==> config.mk <==
export PLATFORM = sky130hd
export DESIGN_NAME = player_motion_ctrl_flat
export DESIGN_NICKNAME = d
export VERILOG_FILES = /design/src/rtl/player_pkg.sv /design/src/rtl/player_motion_ctrl_if.sv /design/src/rtl/player_key_decode.sv /design/src/rtl/player_motion_ctrl.sv /design/src/flat_wrapper.sv
export SDC_FILE = /design/constraint.sdc
export NUM_CORES = 1
export LEC_CHECK = 0
export ABC_AREA = 1
export CAP_MARGIN = 20
export CELL_PAD_IN_SITES_DETAIL_PLACEMENT = 1
export CELL_PAD_IN_SITES_GLOBAL_PLACEMENT = 1
export CORE_MARGIN = 1.5
export CORE_UTILIZATION = 29
export CTS_CLUSTER_DIAMETER = 120
export DETAILED_ROUTE_END_ITERATION = 12
export MAX_ROUTING_LAYER = met4
export PLACE_DENSITY_LB_ADDON = 0.1
export SLEW_MARGIN = 40
export SYNTH_ARGS = -nofsm -noshare
export SYNTH_HDL_FRONTEND = slang
export SYNTH_SLANG_ARGS = --single-unit
==> constraint.sdc <==
create_clock -name frame_clk -period 2.6 [get_ports frame_clk]
set_clock_uncertainty 0.1 [all_clocks]
set_input_delay 0.39 -clock frame_clk [delete_from_list [all_inputs] [get_ports frame_clk]]
set_output_delay 0.39 -clock frame_clk [all_outputs]
set_load 0.03 [all_outputs]
==> src/rtl/player_pkg.sv <==
// Shared types and constants for the player sprite: jump states, keycodes and motion limits.
// Used by the motion controller, the ball datapath and the renderer.
package player_pkg;

  typedef enum logic [1:0] {
    GROUND  = 2'd0,
    ASCEND  = 2'd1,
    DESCEND = 2'd2,
    LAND    = 2'd3
  } jump_state_t;

  localparam logic [7:0] KEY_W = 8'h1A;
  localparam logic [7:0] KEY_D = 8'h07;
  localparam logic [7:0] KEY_A = 8'h04;

  localparam logic [9:0] GROUND_Y       = 10'd378;
  localparam logic [9:0] APEX_Y         = 10'd300;
  localparam logic [9:0] JUMP_STEP      = 10'd3;
  localparam logic [9:0] X_STEP         = 10'd1;
  localparam logic [9:0] X_MIN          = 10'd10;
  localparam logic [9:0] X_MAX          = 10'd689;
  localparam logic [9:0] SCROLL_START_X = 10'd320;
  localparam logic [5:0] SCROLL_MAX     = 6'd60;

  // 10-bit two's-complement negation for motion deltas.
  function automatic logic [9:0] neg10(input logic [9:0] v);
    return ~v + 10'd1;
  endfunction

  // A key counts as pressed when it appears in either USB slot.
  function automatic logic key_in(input logic [7:0] slot0, input logic [7:0] slot1,
                                  input logic [7:0] key);
    return (slot0 == key) || (slot1 == key);
  endfunction

endpackage

==> src/rtl/player_motion_ctrl_if.sv <==
// Bundle between the player motion controller and the position datapath / keyboard.
// No valid/ready pair: every frame_clk edge is a transfer; outputs are valid right after it.
interface player_motion_ctrl_if;

  logic [7:0] keycode;
  logic [7:0] keycode1;
  logic [9:0] PlayerX;
  logic [9:0] PlayerY;
  logic [9:0] MotionX;
  logic [9:0] MotionY;
  logic       Y_Load;
  logic [5:0] ScrollX;
  logic       Airborne;

  modport master (
    output keycode, keycode1, PlayerX, PlayerY,
    input  MotionX, MotionY, Y_Load, ScrollX, Airborne
  );

  modport slave (
    input  keycode, keycode1, PlayerX, PlayerY,
    output MotionX, MotionY, Y_Load, ScrollX, Airborne
  );

endinterface

==> src/rtl/player_key_decode.sv <==
// Decodes both keycode slots into walk directions, W level and a one-shot jump press.
// jump_armed stops a held W from re-triggering a jump.
module player_key_decode
  import player_pkg::*;
(
  input  logic       frame_clk,
  input  logic       Reset_n,
  input  logic [7:0] keycode,
  input  logic [7:0] keycode1,
  output logic       jump_press,
  output logic       w_held,
  output logic       left,
  output logic       right
);

  logic jump_armed;

  assign w_held     = key_in(keycode, keycode1, KEY_W);
  assign left       = key_in(keycode, keycode1, KEY_A);
  assign right      = key_in(keycode, keycode1, KEY_D);
  assign jump_press = w_held & jump_armed;

  // Re-arms on the first frame W is absent from both slots.
  always_ff @(posedge frame_clk or negedge Reset_n) begin
    if (!Reset_n) begin
      jump_armed <= 1'b1;
    end else if (!w_held) begin
      jump_armed <= 1'b1;
    end else if (jump_press) begin
      jump_armed <= 1'b0;
    end
  end

endmodule

==> src/rtl/player_motion_ctrl.sv <==
// Per-frame player motion controller: jump FSM on Y, walk/scroll rule on X, scroll offset.
// All outputs are registered and consumed by the datapath on the following frame_clk.
module player_motion_ctrl
  import player_pkg::*;
(
  input  logic                 frame_clk,
  input  logic                 Reset_n,
  player_motion_ctrl_if.slave  bus,
  output jump_state_t          state_dbg
);

  logic jump_press;
  logic w_held;
  logic left;
  logic right;

  player_key_decode u_key_decode (
    .frame_clk  (frame_clk),
    .Reset_n    (Reset_n),
    .keycode    (bus.keycode),
    .keycode1   (bus.keycode1),
    .jump_press (jump_press),
    .w_held     (w_held),
    .left       (left),
    .right      (right)
  );

  jump_state_t state;
  jump_state_t state_next;

  logic [9:0]  motion_x_q;
  logic [9:0]  motion_y_q;
  logic        y_load_q;
  logic [5:0]  scroll_q;
  logic        airborne_q;

  logic [9:0]  motion_x_next;
  logic [9:0]  motion_y_next;
  logic        y_load_next;
  logic [5:0]  scroll_next;
  logic        airborne_next;

  logic [10:0] y_plus_step;
  assign y_plus_step = {1'b0, bus.PlayerY} + {1'b0, JUMP_STEP};

  // Y axis: next state first, then the registered outputs follow the new state.
  always_comb begin
    state_next = state;
    case (state)
      GROUND: begin
        if (jump_press) state_next = ASCEND;
      end
      ASCEND: begin
        if ((bus.PlayerY <= (APEX_Y + JUMP_STEP)) || !w_held) state_next = DESCEND;
      end
      DESCEND: begin
        if (y_plus_step >= {1'b0, GROUND_Y}) state_next = LAND;
      end
      LAND: begin
        state_next = GROUND;
      end
      default: begin
        state_next = GROUND;
      end
    endcase
  end

  always_comb begin
    motion_y_next = 10'd0;
    y_load_next   = 1'b0;
    airborne_next = 1'b0;
    case (state_next)
      ASCEND: begin
        motion_y_next = neg10(JUMP_STEP);
        airborne_next = 1'b1;
      end
      DESCEND: begin
        motion_y_next = JUMP_STEP;
        airborne_next = 1'b1;
      end
      LAND: begin
        y_load_next   = 1'b1;
        airborne_next = 1'b1;
      end
      default: begin
        motion_y_next = 10'd0;
      end
    endcase
  end

  // X axis: walking right past SCROLL_START_X scrolls the world until it saturates.
  always_comb begin
    motion_x_next = 10'd0;
    scroll_next   = scroll_q;
    if (left && !right) begin
      if (bus.PlayerX > X_MIN) motion_x_next = neg10(X_STEP);
    end else if (right && !left) begin
      if ((bus.PlayerX >= SCROLL_START_X) && (scroll_q < SCROLL_MAX)) begin
        scroll_next = scroll_q + 6'd1;
      end else if (bus.PlayerX < X_MAX) begin
        motion_x_next = X_STEP;
      end
    end
  end

  always_ff @(posedge frame_clk or negedge Reset_n) begin
    if (!Reset_n) begin
      state      <= GROUND;
      motion_x_q <= 10'd0;
      motion_y_q <= 10'd0;
      y_load_q   <= 1'b0;
      scroll_q   <= 6'd0;
      airborne_q <= 1'b0;
    end else begin
      state      <= state_next;
      motion_x_q <= motion_x_next;
      motion_y_q <= motion_y_next;
      y_load_q   <= y_load_next;
      scroll_q   <= scroll_next;
      airborne_q <= airborne_next;
    end
  end

  assign bus.MotionX  = motion_x_q;
  assign bus.MotionY  = motion_y_q;
  assign bus.Y_Load   = y_load_q;
  assign bus.ScrollX  = scroll_q;
  assign bus.Airborne = airborne_q;
  assign state_dbg    = state;

endmodule
==> src/flat_wrapper.sv <==
// flat-port wrapper written by rule: the top's interface ports become plain ports
module player_motion_ctrl_flat import player_pkg::*;
  (frame_clk, Reset_n, state_dbg, bus_keycode, bus_keycode1, bus_PlayerX, bus_PlayerY, bus_MotionX, bus_MotionY, bus_Y_Load, bus_ScrollX, bus_Airborne);
  player_motion_ctrl_if bus_i ();
  input  logic frame_clk;
  input  logic Reset_n;
  output jump_state_t state_dbg;
  input wire logic [$bits(bus_i.keycode)-1:0] bus_keycode;
  input wire logic [$bits(bus_i.keycode1)-1:0] bus_keycode1;
  input wire logic [$bits(bus_i.PlayerX)-1:0] bus_PlayerX;
  input wire logic [$bits(bus_i.PlayerY)-1:0] bus_PlayerY;
  output wire logic [$bits(bus_i.MotionX)-1:0] bus_MotionX;
  output wire logic [$bits(bus_i.MotionY)-1:0] bus_MotionY;
  output wire logic [$bits(bus_i.Y_Load)-1:0] bus_Y_Load;
  output wire logic [$bits(bus_i.ScrollX)-1:0] bus_ScrollX;
  output wire logic [$bits(bus_i.Airborne)-1:0] bus_Airborne;
  assign bus_i.keycode = bus_keycode;
  assign bus_i.keycode1 = bus_keycode1;
  assign bus_i.PlayerX = bus_PlayerX;
  assign bus_i.PlayerY = bus_PlayerY;
  assign bus_MotionX = bus_i.MotionX;
  assign bus_MotionY = bus_i.MotionY;
  assign bus_Y_Load = bus_i.Y_Load;
  assign bus_ScrollX = bus_i.ScrollX;
  assign bus_Airborne = bus_i.Airborne;
  player_motion_ctrl u_core (.frame_clk(frame_clk), .Reset_n(Reset_n), .bus(bus_i), .state_dbg(state_dbg));
endmodule
### Word-level counts from Yosys, hierarchy flattened

Cells that the tools add are included.

| storage, ports and cells | value |
|---|---|
| register bits after elaboration | 31 |
| memories kept | 0 |
| word-level logic and storage cells | 57 |
| bits in writable memories | 0 |
| bits in latches | 0 |
| output and inout port bits | 30 |
| bits of input ports | 38 |
| bits in read-only memories | 0 |

| operators by class | value |
|---|---|
| reduce and logical (&&, ||, !) cells | 13 |
| shift-type cells | 0 |
| eq/ne operators | 13 |
| multiply operators | 0 |
| bitwise operators | 2 |
| divide/modulo/power cells | 0 |
| $lt $le $gt $ge | 6 |
| multiplexer cells | 14 |
| add/subtract/negate cells | 2 |

Operator list:

| operator | number |
|---|---|
| $mux 10 | 4 |
| $eq 8x3->1 const B | 4 |
| $pmux 10 s2 | 1 |
| $eq 8x5->1 const B | 2 |
| $add 10x2->11 const B | 1 |
| $ge 11x9->1 const B | 1 |
| $ge 10x9->1 const B | 1 |
| $gt 10x4->1 const B | 1 |
| $le 10x9->1 const B | 1 |
| $lt 10x10->1 const B | 1 |
| $eq 2x2->1 const B | 4 |
| $pmux 2 s4 | 1 |
| $add 6x1->6 const B | 1 |
| $lt 6x6->1 const B | 1 |
| $mux 2 | 3 |
| $mux 1 | 5 |
| $eq 2x1->1 const B | 2 |
| $logic_or 1x1->1 | 4 |
| $logic_and 1x1->1 | 3 |
| $logic_not 1->1 | 3 |
| $reduce_and 3->1 | 1 |
| $reduce_or 3->1 | 1 |
| $logic_not 2->1 | 1 |
| $ne 2x1->1 const B | 1 |
| 2 further kinds | 2 |

### Logic depth before layout (Yosys ltp)

Gate-level depths: netlist (run 1).

| logic depth | value |
|---|---|
| depth after elaboration | 9 |
| mapped depth | 14 |
| depth with buffers taken out | 14 |

### Modules after synthesis

From an unflattened synthesis (run 1), not the netlist that was laid out.

| second synthesis, totals | value |
|---|---|
| cells, all modules | 186 |
| area, all modules | 1,311.3 um^2 |

Modules (own cells, without submodules):

| module | times used | cells each | seq. area each (um^2) | area an instance (um^2) |
|---|---|---|---|---|
| player_motion_ctrl | 1 | 142 | 375.4 | 1,103.6 |
| player_key_decode | 1 | 44 | 26.3 | 207.7 |

### Worst setup path after synthesis (run 1)

Ideal clock, no wire load.

| path | value |
|---|---|
| path type | input -> register |
| from | input bus_PlayerY[0] |
| to | register u_core.motion_y_q[0], in the netlist u_core.bus.MotionY[0] |
| slack | 0.810 ns |
| required time | 2.437 ns |
| path buffers | 0 |
| library setup time | 0.063 ns |
| cell stages on the path | 10 |
| arrival | 1.627 ns |
| cell sequence | inv_1 ha_1 nor2_4 nand4_1 xor2_1 nand2_1 nand2_1 a21oi_1 ha_1 inv_1 |

| on the way | value |
|---|---|
| cells in the longest elaborated chain, start to end | 6 |
| elaborated cells on any way between the ends | 10 |
| classes of those cells | add/sub: 1; order compare: 2; eq/ne: 2; mux: 4; reduce/logical: 1 |

RTL lines:

| element | line | RTL |
|---|---|---|
| start: declaration | flat_wrapper.sv:11 | `input wire logic [$bits(bus_i.PlayerY)-1:0] bus_PlayerY;` |
| $add 10x2->11 or $le 10x9->1 (tied branches) | player_motion_ctrl.sv:44, player_motion_ctrl.sv:54 |  |
| $ge 11x9->1 or $logic_or 1x1->1 (tied branches) | player_motion_ctrl.sv:57, player_motion_ctrl.sv:54 |  |
| $mux 2 (on tied branches) | player_motion_ctrl.sv:57, player_motion_ctrl.sv:54 |  |
| $pmux 2 s4 (*) | player_motion_ctrl.sv:49 | `case (state)` |
| $eq 2x2->1 or $eq 2x1->1 (tied branches) | player_motion_ctrl.sv:72 | `case (state_next)` |
| $pmux 10 s2 (*) | player_motion_ctrl.sv:72 |  |
| net u_core.motion_y_next[0] | player_motion_ctrl.sv:38 | `logic [9:0] motion_y_next;` |
| end signal: assignment | player_motion_ctrl.sv:117 | `motion_y_q <= motion_y_next;` |
| end: declaration | player_motion_ctrl.sv:32 | `logic [9:0] motion_y_q;` |

Mark *: on every way through the listed nets, which the timed path passes. The rest lies on a longest branch.
A chain may end at the register's enable or synchronous reset.

### Final worst setup path (run 1)

Ends and elaborated chain as after synthesis.

==> out/results.ini, run 1 <==
[status]
outcome = complete, no violations

[global_route]
grt_usage = 0.133
grt_pass1_vias = 1268
grt_max_degree = 17
grt_pass1_wl_um = 5250
antenna_found_initial = 0
grt_overflow_total = 0

[clocking]
cts.htree.levels = 1
cts_buffers = 3
cts_tree = built
cts_buffer_depth = 2
root_buffer = clkbuf_8
cts-resized-gates = 0
path_clk_slew_ns = 0.06
cts_setup_buffers = 0
clock_sinks = 16
cts_hold_buf = 0
insertion_delay_ns = 0.24

[synthesis]
synth_top_area_share = 0.287
ys_seq_elements = 16
async_flop_share = 1.00
ys.flop_type = dfrtp_1
syn_avg_cell_area_um2 = 7.20
yosysUniqueCellTypes = 32
synthCells = 182
synth.area.top_cells = dfrtp_1 (29%), nand2_1 (12%), buf_4 (8.6%)
yosys_warnings = 0
syn_nets = 227
synth_edf_count = 0
synth_area_um2 = 1310
synth_top_area_cell = dfrtp_1
ys_seq_area_frac = 0.307
yosysMostFrequentCell = nand2_1
synthTopCellsByCount = nand2_1 (42), inv_1 (27), nor2_1 (19), buf_4 (15), dfrtp_1 (15)

[place]
port_buffers = 67
post-place-ws_ns = 0.107
dp_hpwl_um = 2650
gp_congestion = 0.780
dpl.cell_count = 286

[timing]
slew_headroom = 0.519
fmax_mhz = 451
fin_crit_ns = 2.22
grt_setup_unrepaired = no
tightest_slew_ns = 0.720
finalWorstSetupSlack_ns = 0.384
slew_viol_final = 0
layout_worst_path_cycle_share = 0.852
hold_viol = 0
fin_tns_setup_ns = 0
setup_viol = 0

[layout]
diodes = 0
final_cell_count_no_fill = 290
fin_nets = 284
drive_above_1_share = 0.0882
area_growth_pct = 51.0

[die]
dieWidth_um = 70.2
die_area_um2 = 4930
die_y_um = 70.2
core_um2 = 4350
initial_core_util = 0.301
ios = 68
rows = 24

[power]
p_sw_mw = 0.457
internal_power_mw = 0.667
max-vdd-ir-drop_v = 0.000429
sw_frac_of_total = 0.407
power_density_nw_per_um2 = 568
pwr-share-clk = 0.165
p_comb_frac = 0.536
power.static_leakage_nw = 0.907
seqPwrFrac = 0.300

[setup_path]
arrival_ns = 2.30
cp_cell_sequence = clkdlybuf4s50_1 -> inv_1 -> ha_1 -> nor2_4 -> nand4_1 -> xor2_1 -> nand2_1 -> nand2_1 -> a21oi_1 -> ha_1 -> inv_1
start_kind = primary input
critPathTopFamily = buffers and inverters
worstReg2RegStart = u_core.state_dbg[0]
cp-startpoint = bus_PlayerY[0]
slowest_delay_ns = 0.52
endpoint_kind = flip-flop
critPathRequiredTime_ns = 2.69
path_class = in -> reg
path_max_fanout = 4
path_buf_inv = 3
worst_path_max_delay_cell = clkdlybuf4s50_1

[drt]
ant_nets = 0
wl_um = 3040
drt_iter0_markers = 22
vias_per_cell = 4.52
vias = 1310
wl_per_cell_um = 10.5
first_pass_iters = 3
drc = 0

[min_path]
worstHoldStart = u_core.bus.ScrollX[5]
worstHoldPathType = reg -> reg

[flow_run]
drv_cap = 0

-- tightest hold or removal path, stage by stage (launching register included) --
cell and delay [ns]:
dfrtp_1 0.38, inv_1 0.05, nand2_1 0.06
-- worst paths after layout --
check	to	slack, ns	depth (start not counted)
max in group asynchronous	u_core.bus.MotionX[8]	1.47	1
setup / recovery	u_core.bus.MotionY[0]	0.38	11
min in group asynchronous	u_core.bus.ScrollX[4]	0.48	1
hold / removal	u_core.bus.ScrollX[5]	0.42	2
setup reg to reg	u_core.bus.MotionY[0]	1.15	7
hold reg to reg	u_core.bus.ScrollX[5]	0.42	2
-- through the flow --
stage / area (µm²) / total power [mW] / hold WS, ns / utilization
2_1_floorplan: 1310 / 0.716 / -0.00559 / -
3_3_place_gp: 1930 / 0.951 / 0.379 / 0.444
3_5_place_dp: 1930 / 0.954 / 0.410 / 0.444
4_1_cts: 1980 / 1.15 / 0.423 / 0.454
5_1_grt: 1980 / 1.21 / 0.447 / 0.454
6_report: 1980 / 1.12 / 0.415 / 0.454
-- cells by family (layout without fill, tap and decap cells) --
kind of cell	after synthesis	count (layout)	share of synthesized area
adders and majority gates	7	7	0.0669
xor gates and xnor gates	5	5	0.0334
buffers and inverters	44	100	0.169
and+or+nand+nor	90	90	0.329
AOI/OAI and AO/OA	20	20	0.0955
DFF	16	16	0.307
-- metal layers --
layer  vias up  routed length [µm]  track usage
met2        32                1600        0.241
li1        672                   -            -
met3         2                 153       0.0332
met5         -                   0            -
met1       604                1280        0.148
met4         0                  14       0.0256
-- flip-flops by register name, indices dropped and copies added, names as in the netlist --
signal                          flops
u_core.bus.MotionY                  3
u_core.u_key_decode.jump_armed      1
u_core.bus.MotionX                  2
u_core.bus.Airborne                 1
u_core.bus.Y_Load                   1
u_core.bus.ScrollX                  6
u_core.state_dbg                    2
-- placed cells by master (no fill, tap or decap) --
master and instances:
dfstp_2 1, nor2_1 19, clkbuf_1 1, nand2_2 1, nand2_1 42, a31o_2 1, nor2_2 6, inv_2 2
xor2_1 1, o21ai_2 1, a21oi_2 1, a21oi_1 5, o21bai_1 1, o31ai_1 1, inv_1 27, o21ai_0 3
a21o_1 1, nor4_2 1, nand3b_1 1, nand3_4 1, nor3_2 1, xnor2_1 4, o21a_1 1, nand3_1 9
nand4_1 3, ha_1 7, clkbuf_8 3, o2111ai_1 1, o21ai_1 4, dfrtp_1 15, nor4_1 4, clkdlybuf4s50_1 67
nor2_4 1, nand3_2 1
-- power groups by stage --
| stage | clock, mW | combinational [mW] | sequential (mW) |
|---|---|---|---|
| floorplan | 0 | 0.274 | 0.442 |
| global placement | 0 | 0.610 | 0.341 |
| detailed placement | 0 | 0.611 | 0.343 |
| CTS | 0.195 | 0.614 | 0.339 |
| global route | 0.205 | 0.654 | 0.348 |
| finish | 0.185 | 0.602 | 0.337 |
-- cell type report --
type,count,area [µm²]
Timing Repair Buffer,67,671
Clock buffer,4,45.0
Multi-Input combinational cell,122,687
Sequential cell,16,402
Fill cell,547,2380
Tap cell,52,65.1
Inverter,29,109
(Power assumes the default switching activity.)
==> run 2, diff against run 1 <==
--- a/config.mk
+++ b/config.mk
@@ -7,14 +7,13 @@
 export LEC_CHECK = 0
 export ABC_AREA = 1
 export CAP_MARGIN = 20
-export CELL_PAD_IN_SITES_DETAIL_PLACEMENT = 1
-export CELL_PAD_IN_SITES_GLOBAL_PLACEMENT = 1
 export CORE_MARGIN = 1.5
-export CORE_UTILIZATION = 29
+export CORE_UTILIZATION = 43
 export CTS_CLUSTER_DIAMETER = 120
 export DETAILED_ROUTE_END_ITERATION = 12
 export MAX_ROUTING_LAYER = met4
-export PLACE_DENSITY_LB_ADDON = 0.1
+export PLACE_DENSITY = 0.86
+export SKIP_LAST_GASP = 1
 export SLEW_MARGIN = 40
 export SYNTH_ARGS = -nofsm -noshare
 export SYNTH_HDL_FRONTEND = slang
==> run 2 against run 1 <==
Net effect:
- the flow now finishes with violations (DRC)
- sequential power is essentially flat
- sequential cell count is the same
- via count shrank 1.5%
- worst hold slack lost 0.018 ns
- die area shrank 31%
- critical path depth is the same
- cell count shrank 7.2%
- critical endpoint unchanged
- non-clock buffer count is the same
- final area shrank 1.8%
- largest power group unchanged
- highest routed layer unchanged
- clock power shrank 11%
- combinational power is essentially flat
- routed wire length shrank 13%
==> out/results.ini, run 2 (same netlist as run 1, synthesis figures left out) <==
[status]
outcome = finished with violations
violations = DRC

[layout]
utilization = 0.687
design_area_um2 = 1940
fill_cells = 248
drive_above_1_share = 0.0924
final_cell_mix = clkdlybuf4s50_1 (67), nand2_1 (42), inv_1 (27)
largest_reg_flops = 6
multi_input_area_um2 = 687
fin_nets = 284
final_common_cell = clkdlybuf4s50_1
area_growth_pct = 48.3
diodes = 0
regArea_um2 = 402

[flow_run]
drv_cap = 0

[clocking]
cts_buffers = 3
cts_buffer_depth = 2
cts_tree = built
clock_sinks = 16
cts-resized-gates = 0
cts_hold_buf = 0
cts_setup_buffers = 0
insertion_delay_ns = 0.29
path_clk_slew_ns = 0.09
root_buffer = clkbuf_4
cts.htree.levels = 1

[die]
initial_core_util = 0.463
core_um2 = 2830
rows = 19
die_area_um2 = 3390
die_y_um = 58.2
dieWidth_um = 58.2
ios = 68

[power]
power.static_leakage_nw = 0.905
power_density_nw_per_um2 = 567
max-vdd-ir-drop_v = 0.000620

[timing]
layout_worst_path_cycle_share = 0.841
setup_viol = 0
tightest_slew_ns = 0.676
fmax_mhz = 458
slew_viol_final = 0
hold_viol = 0
whs_ns = 0.398
fin_crit_ns = 2.19
grt_setup_unrepaired = no
slew_headroom = 0.548
fin_tns_setup_ns = 0

[setup_path]
worstReg2RegStart = u_core.state_dbg[0]
r2r_end = u_core.bus.MotionY[0]
critPathTopFamily = buffers and inverters
endpoint_kind = flip-flop
path_class = in -> reg
critPathRequiredTime_ns = 2.74
cp.depth = 11
cp-startpoint = bus_PlayerY[0]
path_max_fanout = 4
arrival_ns = 2.32
rr_worst_depth = 7
cp_cell_sequence = clkdlybuf4s50_1 -> inv_1 -> ha_1 -> nor2_4 -> nand4_1 -> xor2_1 -> nand2_1 -> nand2_1 -> a21oi_1 -> ha_1 -> inv_1
start_kind = primary input
worst_path_max_delay_cell = clkdlybuf4s50_1
rrSetupSlack_ns = 1.14
slowest_delay_ns = 0.52
path_buf_inv = 3
endpoint = u_core.bus.MotionY[0]

[place]
dp_hpwl_um = 2330
port_buffers = 67
place_area_um2 = 1910
gp_congestion = 0.775

[global_route]
grt_max_degree = 17
grt_usage = 0.178
grt_pass1_vias = 1188
grt_pass1_wl_um = 4570
grt_overflow_total = 0
antenna_found_initial = 0

[drt]
wl_per_cell_um = 9.78
drt_iter0_markers = 40
first_pass_iters = 8
ant_nets = 0
wl_um = 2630
vias_per_cell = 4.80
drc = 5
vias = 1291

[min_path]
worstHoldPathType = in -> async

run 2: layer usage:
layer	GRT usage	wire (µm)	vias up
met4	0.0498	34	0
li1	-	-	677
met2	0.338	1380	45
met1	0.175	1040	565
met5	-	0	-
met3	0.0513	177	4
run 2: final cells by class:
cell class / instances / share of cell area
clock buffer: 4 / 0.0187
inverter: 29 / 0.0560
multi-input combinational: 122 / 0.354
sequential: 16 / 0.207
tap: 31 / 0.0200
timing repair buffer: 67 / 0.345
run 2: worst min-delay path by stage:
stage	startpoint	endpoint	slack (ns)	cells past startpoint
6_report	Reset_n	u_core.bus.ScrollX[0]	0.40	1
5_1_grt	u_core.bus.ScrollX[5]	u_core.bus.ScrollX[5]	0.41	2
4_1_cts	u_core.bus.ScrollX[5]	u_core.bus.ScrollX[5]	0.40	2
3_5_place_dp	u_core.bus.ScrollX[5]	u_core.bus.ScrollX[5]	0.37	2
3_3_place_gp	u_core.bus.ScrollX[5]	u_core.bus.ScrollX[5]	0.37	2
2_1_floorplan	Reset_n	u_core.bus.Airborne	-0.006	0
run 2: per-stage QoR:
step / worst slack, ns / cells / power, mW
floorplan: 0.810 / 182 / 0.716
global placement: 0.193 / 265 / 0.938
detailed placement: 0.0886 / 265 / 0.950
CTS: 0.407 / 269 / 1.11
global route: 0.290 / 269 / 1.17
finish: 0.415 / 269 / 1.10
run 2: power breakdown:
group          switching [mW]  leakage, nW  internal (mW)
clock network          0.0794       0.0210         0.0854
registers              0.0324        0.205          0.301
logic                   0.345        0.679          0.258
total                   0.456        0.905          0.644
run 2: worst register-to-register path: cells and delay by family, from the launching register on:
family | cells | cell delay, ns
fa+ha+maj | 1 | 0.29
simple gates | 2 | 0.22
compound gates | 2 | 0.30
flops | 1 | 0.37
buf+inv | 2 | 0.09
==> run 3, diff against run 2 <==
--- a/config.mk
+++ b/config.mk
@@ -8,11 +8,11 @@
 export ABC_AREA = 1
 export CAP_MARGIN = 20
 export CORE_MARGIN = 1.5
-export CORE_UTILIZATION = 43
+export CORE_UTILIZATION = 36
 export CTS_CLUSTER_DIAMETER = 120
 export DETAILED_ROUTE_END_ITERATION = 12
 export MAX_ROUTING_LAYER = met4
-export PLACE_DENSITY = 0.86
+export PLACE_DENSITY = 0.77
 export SKIP_LAST_GASP = 1
 export SLEW_MARGIN = 40
 export SYNTH_ARGS = -nofsm -noshare
==> constraint.sdc (replaced) <==
create_clock -name frame_clk -period 1.95 [get_ports frame_clk]
set_clock_uncertainty 0.1 [all_clocks]
set_input_delay 0.2925 -clock frame_clk [delete_from_list [all_inputs] [get_ports frame_clk]]
set_output_delay 0.2925 -clock frame_clk [all_outputs]
set_load 0.03 [all_outputs]
==> run 3 against run 2 <==
Net effect:
- die area up 18%
- final area up 10%
- cell count up 12%
- highest routed layer unchanged
- the flow now finishes without violations
- worst hold slack worse by 0.19 ns
- register-to-register slack worse by 0.70 ns
- sequential cell count is the same
- clock power is 9% higher
==> out/results.ini, run 3 (same netlist as run 1, synthesis figures left out) <==
[place]
dp_hpwl_um = 2470
gp_congestion = 0.816
port_buffers = 67
place_area_um2 = 2050

[die]
die_area_um2 = 4010
ios = 68
rows = 21
initial_core_util = 0.384
core_um2 = 3420
die_y_um = 63.3
dieWidth_um = 63.3

[setup_path]
path_class = reg -> out
arrival_ns = 1.47
path_buf_inv = 1
worst_path_max_delay_cell = clkdlybuf4s50_1
critPathRequiredTime_ns = 1.56
path_max_fanout = 9
critPathTopFamily = buffers and inverters
slowest_delay_ns = 0.71
start_kind = flip-flop
cp_cell_sequence = clkdlybuf4s50_1
endpoint_kind = output port

[drt]
vias = 1385
ant_nets = 0
drt_iter0_markers = 50
vias_per_cell = 4.59
drc = 0
first_pass_iters = 4
wl_um = 2980
wl_per_cell_um = 9.86

[clocking]
cts.htree.levels = 1
cts_tree = built
cts_hold_buf = 0
clock_sinks = 16
insertion_delay_ns = 0.29
cts_buffer_depth = 2
cts_buffers = 3
root_buffer = clkbuf_4
path_clk_slew_ns = 0.09

[timing]
layout_worst_path_cycle_share = 0.956
fin_crit_ns = 1.86
fmax_mhz = 536
tightest_slew_ns = 0.322
slew_viol_final = 0
slew_headroom = 0.785
hold_viol = 0
setup_viol = 0

[global_route]
grt_max_degree = 17
globalRouteMet3Util = 0.0411
grt_util_met1 = 0.180
grt_overflow_total = 0
antenna_found_initial = 0
grtUsageMet2 = 0.275
grt_usage = 0.159
grt.busiest_layer = met2
grt_pass1_wl_um = 5130
grt_pass1_vias = 1262

[power]
power.static_leakage_nw = 1.04
power_density_nw_per_um2 = 708
max-vdd-ir-drop_v = 0.000548

[layout]
drive_above_1_share = 0.176
fin_nets = 302
fill_cells = 299
final_common_cell = clkdlybuf4s50_1
utilization = 0.626
diodes = 0
largest_reg_flops = 6
final_cell_mix = clkdlybuf4s50_1 (60), nand2_1 (42), inv_1 (26)
design_area_um2 = 2140
area_growth_pct = 63.2

[min_path]
worstHoldPathType = in -> async

[status]
outcome = complete, no violations

[flow_run]
drv_cap = 0

==> run 3: through the flow <==
stage	setup slack, ns	instances	total power, mW	TNS, ns	hold WS [ns]
2_1_floorplan	0.257	182	0.955	0	-0.103
3_3_place_gp	-0.300	297	1.30	-1.27	0.373
3_5_place_dp	-0.395	297	1.32	-1.62	0.397
4_1_cts	0.0663	301	1.50	0	0.201
5_1_grt	-0.0471	302	1.63	-0.0778	0.216
6_report	0.0850	302	1.51	0	0.205
==> run 3: repair_timing <==
action,CTS,global route
buffers inserted,0,1
gates resized for setup,4,11
cloned,0,0
endpoints found under the setup margin,2,2
pin swaps,4,6
==> run 3: final cells by class <==
cell class / count / area (µm²) / share of cell area
inverter: 29 / 109 / 0.0509
tap: 46 / 57.6 / 0.0269
clock buffer: 4 / 26.3 / 0.0123
timing repair buffer: 85 / 816 / 0.382
sequential: 16 / 402 / 0.188
multi-input combinational: 122 / 728 / 0.341
==> run 3: report_power, final <==
part | switching [mW] | internal [mW] | total (mW)
combinational | 0.496 | 0.392 | 0.888
sequential | 0.0433 | 0.402 | 0.445
clock | 0.100 | 0.0796 | 0.180
total | 0.640 | 0.874 | 1.51
==> run 3: worst paths after layout <==
check / from / end / slack [ns] / cells past startpoint
max in group asynchronous: Reset_n / u_core.u_key_decode.jump_armed / 1.29 / 2
hold / removal: Reset_n / u_core.bus.ScrollX[2] / 0.20 / 2
hold reg to reg: u_core.bus.ScrollX[5] / u_core.bus.ScrollX[5] / 0.41 / 2
setup reg to reg: u_core.state_dbg[1] / u_core.bus.MotionY[0] / 0.44 / 6
min in group frame_clk: u_core.bus.ScrollX[5] / u_core.bus.ScrollX[5] / 0.41 / 2
setup / recovery: u_core.bus.MotionX[8] / bus_MotionX[3] / 0.09 / 1
==> run 3: layer usage <==
metal / part of all wire / up-vias
met5: 0 / -
met4: 0.015 / 0
met3: 0.070 / 6
met2: 0.50 / 50
met1: 0.41 / 621
li1: - / 708
